**src/rtl/fir_stream_ctrl.sv**
```systemverilog
// Sequencing controller for the multi-cycle myFIR core: admits one sample at a
// time, pulses it into the FIR, collects the result into an output FIFO, and
// supervises the FIR with a watchdog.
module fir_stream_ctrl #(
  parameter int unsigned IN_W       = 16,
  parameter int unsigned OUT_W      = 38,
  parameter int unsigned FIFO_DEPTH = 4,
  parameter int unsigned TIMEOUT    = 255
) (
  input  logic             clk,
  input  logic             rst,
  input  logic             s_valid,
  output logic             s_ready,
  input  logic [IN_W-1:0]  s_data,
  output logic             fir_in_valid,
  output logic [IN_W-1:0]  fir_in_data,
  input  logic             fir_out_valid,
  input  logic [OUT_W-1:0] fir_out_data,
  output logic             m_valid,
  input  logic             m_ready,
  output logic [OUT_W-1:0] m_data,
  output logic             busy,
  output logic             timeout_err,
  input  logic             err_clr,
  output logic [15:0]      result_count
);

  localparam int unsigned PTR_W = (FIFO_DEPTH > 1) ? $clog2(FIFO_DEPTH) : 1;
  localparam int unsigned CNT_W = $clog2(FIFO_DEPTH) + 1;
  localparam logic [CNT_W-1:0] DEPTH_C  = CNT_W'(FIFO_DEPTH);
  localparam logic [7:0]       TMO_LAST = 8'(TIMEOUT - 1);

  typedef enum logic [1:0] {
    S_IDLE,
    S_ISSUE,
    S_WAIT
  } state_e;

  state_e             state_q, state_d;
  logic [IN_W-1:0]    hold_q, hold_d;
  logic [7:0]         timer_q, timer_d;
  logic               err_q, err_d;
  logic               fir_vld_q;
  logic               busy_q;
  logic [15:0]        rcnt_q, rcnt_d;

  logic [OUT_W-1:0]   mem_q [FIFO_DEPTH];
  logic [PTR_W-1:0]   wr_ptr_q, wr_ptr_d;
  logic [PTR_W-1:0]   rd_ptr_q, rd_ptr_d;
  logic [CNT_W-1:0]   cnt_q, cnt_d;

  logic               push;
  logic               pop;
  logic               expire;

  // Admission requires a free slot, which reserves room for the eventual push.
  assign s_ready = (state_q == S_IDLE) && (cnt_q != DEPTH_C);
  assign m_valid = (cnt_q != '0);
  assign m_data  = mem_q[rd_ptr_q];
  assign pop     = m_valid && m_ready;

  always_comb begin
    state_d = state_q;
    hold_d  = hold_q;
    timer_d = timer_q;
    push    = 1'b0;
    expire  = 1'b0;
    case (state_q)
      S_IDLE: begin
        if (s_valid && s_ready) begin
          hold_d  = s_data;
          state_d = S_ISSUE;
        end
      end
      S_ISSUE: begin
        timer_d = '0;
        state_d = S_WAIT;
      end
      S_WAIT: begin
        timer_d = timer_q + 8'd1;
        if (fir_out_valid) begin
          push    = 1'b1;
          state_d = S_IDLE;
        end else if (timer_q == TMO_LAST) begin
          expire  = 1'b1;
          state_d = S_IDLE;
        end
      end
      default: state_d = S_IDLE;
    endcase
  end

  always_comb begin
    err_d = err_q;
    if (expire) begin
      err_d = 1'b1;
    end else if (err_clr) begin
      err_d = 1'b0;
    end
  end

  always_comb begin
    wr_ptr_d = wr_ptr_q;
    rd_ptr_d = rd_ptr_q;
    cnt_d    = cnt_q;
    rcnt_d   = rcnt_q;
    if (push) begin
      wr_ptr_d = wr_ptr_q + 1'b1;
      rcnt_d   = rcnt_q + 16'd1;
    end
    if (pop) begin
      rd_ptr_d = rd_ptr_q + 1'b1;
    end
    case ({push, pop})
      2'b10:   cnt_d = cnt_q + 1'b1;
      2'b01:   cnt_d = cnt_q - 1'b1;
      default: cnt_d = cnt_q;
    endcase
  end

  // Registered outputs are loaded from next-state so they align with the state.
  always_ff @(posedge clk or negedge rst) begin
    if (!rst) begin
      state_q   <= S_IDLE;
      hold_q    <= '0;
      timer_q   <= '0;
      err_q     <= 1'b0;
      fir_vld_q <= 1'b0;
      busy_q    <= 1'b0;
      rcnt_q    <= '0;
      wr_ptr_q  <= '0;
      rd_ptr_q  <= '0;
      cnt_q     <= '0;
    end else begin
      state_q   <= state_d;
      hold_q    <= hold_d;
      timer_q   <= timer_d;
      err_q     <= err_d;
      fir_vld_q <= (state_d == S_ISSUE);
      busy_q    <= (state_d != S_IDLE);
      rcnt_q    <= rcnt_d;
      wr_ptr_q  <= wr_ptr_d;
      rd_ptr_q  <= rd_ptr_d;
      cnt_q     <= cnt_d;
    end
  end

  always_ff @(posedge clk) begin
    if (push) begin
      mem_q[wr_ptr_q] <= fir_out_data;
    end
  end

  assign fir_in_valid = fir_vld_q;
  assign fir_in_data  = hold_q;
  assign busy         = busy_q;
  assign timeout_err  = err_q;
  assign result_count = rcnt_q;

endmodule

```
**config.mk**
```make
export PLATFORM = sky130hd
export DESIGN_NAME = fir_stream_ctrl
export DESIGN_NICKNAME = d
export VERILOG_FILES = /design/src/rtl/fir_stream_ctrl.sv
export SDC_FILE = /design/constraint.sdc
export NUM_CORES = 1
export LEC_CHECK = 0
export CORE_AREA = 2 2 113 115
export CTS_BUF_LIST = sky130_fd_sc_hd__clkbuf_8
export DETAILED_ROUTE_END_ITERATION = 7
export DIE_AREA = 0 0 115 117
export DONT_BUFFER_PORTS = 1
export GPL_ROUTABILITY_DRIVEN = 0
export GPL_TIMING_DRIVEN = 0
export PLACE_DENSITY = 0.8
export SETUP_SLACK_MARGIN = 0.5
export SLEW_MARGIN = 20
export SYNTH_ARGS = -nofsm -noshare
export SYNTH_HDL_FRONTEND = slang
export SYNTH_SLANG_ARGS = --single-unit
```
**constraint.sdc**
```tcl
create_clock -name clk -period 3.1 [get_ports clk]
set_input_delay 0.93 -clock clk [delete_from_list [all_inputs] [get_ports clk]]
set_output_delay 0.93 -clock clk [all_outputs]
set_load 0.01 [all_outputs]
```
==> impl_metrics.ini <==
[die]
dieHeight_um = 117
die_w_um = 115
core-area_um2 = 12300
start_util = 0.638
rows = 41
dieArea_um2 = 13500
io_pins = 135

[sta]
fin_hold_ws_ns = 0.0905
worstMarginPinSlew_ns = 0.562
hold_viol = 0
setup-violations-final = 0
max_freq_mhz = 373
fin_crit_sh = 0.866
fin_crit_ns = 2.68
report.final.slew_viol_count = 0
finClkSkew_ns = 0.0101
slew_headroom = 0.625
grt_setup_unrepaired = true

[synth]
synthDistinctLibCells = 37
ys.warnings.count = 0
synth_top_cell_by_area = edfxtp_1
synth_cells = 406
synth-edff-count = 152
async_flop_share = 0.255
synth.avg_cell_area_um2 = 19.4
yosysMostFrequentCell = edfxtp_1
synth_area_um2 = 7860
yosysTopAreaCellShare = 0.581
synth_nets = 478
synthTopCellsByCount = edfxtp_1, dfrtp_1, mux4_2
synth_top_flop_cell = edfxtp_1
synth.top_cells.by_area = edfxtp_1, dfrtp_1, mux4_2
yosys_register_bits = 204
ys_seq_area_frac = 0.746

[global_route]
grt_max_degree = 53
grt_pass1_vias = 4106
grt.overflow.total = 0
grt_pass1_wl_um = 21100
track_usage = 0.207
grt_antenna_before_repair = 0

[drt]
initialDrtViolationCount = 346
wl_met2_um = 6710
vias = 3724
routed-wl-met3_um = 1330
vias_per_cell = 6.04
postRouteAntennaNets = 0
wire_per_inst_um = 21.7
drt-pass1-iter-count = 4
drc = 0
routed_wl_um = 13400
top_layer_used = met4
met1_length_um = 5060

[setup_path]
required_ns = 2.17
cp.arrival_ns = 1.75
slowest_delay_ns = 0.58
cp-end-kind = primary output
path_cells = clkbuf_8, buf_12, mux4_2
path_max_fanout = 10
cpMaxStageDelayCell = mux4_2
start_kind = flop
path_class = reg -> out

[run_status]
status = completed

[place]
port_buffers = 0
dp_hpwl_um = 8900

[final_layout]
antennaDiodeCount = 0
fillers = 742
fin_nets = 517
utilization = 0.722
drive_gt1_frac = 0.274
syn2layout_area_growth_pct = 13.0

[power]
power_leakage_uw = 0.00321
vdd_ir_drop_max_uv = 562
clockPowerShare = 0.272
total_power_uw = 7730
power_frac_comb = 0.262
p_sw_frac = 0.291
power.density_nw_per_um2 = 870
p_int_uw = 5480
switching_power_uw = 2250
p_seq_frac = 0.466

[clock_network]
clockBufferDepth = 3
cts_tree = yes
numCtsBuffers = 30
clock_latency_ns = 0.53
htree_levels = 1
clock-sinks = 204
clkTransAtPathRegs_ns = 0.06
root_buffer = clkbuf_8

[flow_run]
drv_cap = 0

[hold_path]
min_path_type = in -> async
[stage by stage]
stage | cell area (µm²) | setup TNS [ns] | cells | worst slack, ns
3_3_place_gp | 8050 | -8.66 | 556 | -0.0630
6_report | 8880 | 0 | 617 | 0.416
2_1_floorplan | 7860 | 0 | 406 | 0.746
3_5_place_dp | 8150 | 0 | 560 | 0.503
4_1_cts | 8860 | 0 | 615 | 0.380
5_1_grt | 8880 | 0 | 617 | 0.343
[routing by layer]
layer / track usage / vias to the layer above
met5: 0 / -
met4: 0.0723 / 0
met3: 0.0685 / 21
met2: 0.347 / 166
met1: 0.257 / 1879
li1: - / 1658
[registers in the layout, indices dropped and copies added, names as in the netlist, 2 cells and up]
name and count:
cnt_q 3, mem_q 152, fir_in_data 16, result_count 16, state_q 2, timer_q 8
rd_ptr_q 2, wr_ptr_q 2
[final timing paths]
kind / end / slack, ns / cells past startpoint / startpoint
hold / removal: result_count[4] / 0.09 / 0 / rst
setup / recovery: m_data[2] / 0.42 / 3 / rd_ptr_q[0]
max in group asynchronous: rd_ptr_q[0] / 2.92 / 0 / rst
min in group clk: mem_q[3][2] / 0.49 / 0 / fir_out_data[2]
hold reg to reg: result_count[15] / 0.53 / 1 / result_count[15]
setup reg to reg: cnt_q[1] / 0.69 / 8 / state_q[0]
[worst max-delay path: cells and delay by family, from the launching register on]
kind / cells / cell delay (ns)
flip-flops: 1 / 0.33
multiplexers: 1 / 0.58
buffers and inverters: 2 / 0.32
[layout by cell type, fill, tap and decap left out, types with 6 or more instances in the layout]
| cell | Yosys | routed |
|---|---|---|
| edfxtp_1 | 152 | 152 |
| dfrtp_1 | 52 | 50 |
| clkbuf_8 | 0 | 39 |
| mux4_2 | 38 | 38 |
| inv_1 | 17 | 25 |
| nand2_1 | 17 | 17 |
| mux2_2 | 17 | 17 |
| xnor2_1 | 16 | 16 |
| nor2_1 | 10 | 10 |
| ha_1 | 11 | 10 |
| nand3_1 | 7 | 7 |
| xor2_1 | 7 | 7 |
| buf_12 | 0 | 6 |
| nand4_1 | 6 | 6 |
[power groups by stage]
stage / Sequential, µW / Clock (µW) / Combinational (µW)
floorplan: 3590 / 0 / 1500
global placement: 3640 / 0 / 1780
detailed placement: 3650 / 0 / 1880
CTS: 3610 / 2170 / 2040
global route: 3650 / 2270 / 2210
finish: 3600 / 2100 / 2030
[repair_timing]
action	in CTS	in global routing
buffers inserted	1	2
hold buffers	0	0
hold endpoints to repair	0	0
resized for setup	27	5
endpoints found under the setup margin	39	41
[cell type report]
cell class	count	area [µm²]	share of cell area
buffer	13	140	0.0158
clock buffer	38	523	0.0589
clock inverter	16	87.6	0.00986
inverter	17	63.8	0.00718
multi-input combinational	172	1900	0.213
sequential	204	5870	0.661
tap	150	188	0.0211
timing repair buffer	7	118	0.0132
[logic make-up after synthesis]
group,Yosys count,share of synthesized area
AO/OA/AOI/OAI,18,0.0158
multiplexers,58,0.137
buffers and inverters,30,0.0154
AND/OR/NAND/NOR,61,0.0398
flip-flops,204,0.746
XOR/XNOR,23,0.0256
adder cells (fa/ha/maj),12,0.0201
Power figures use the tool's default switching activity.
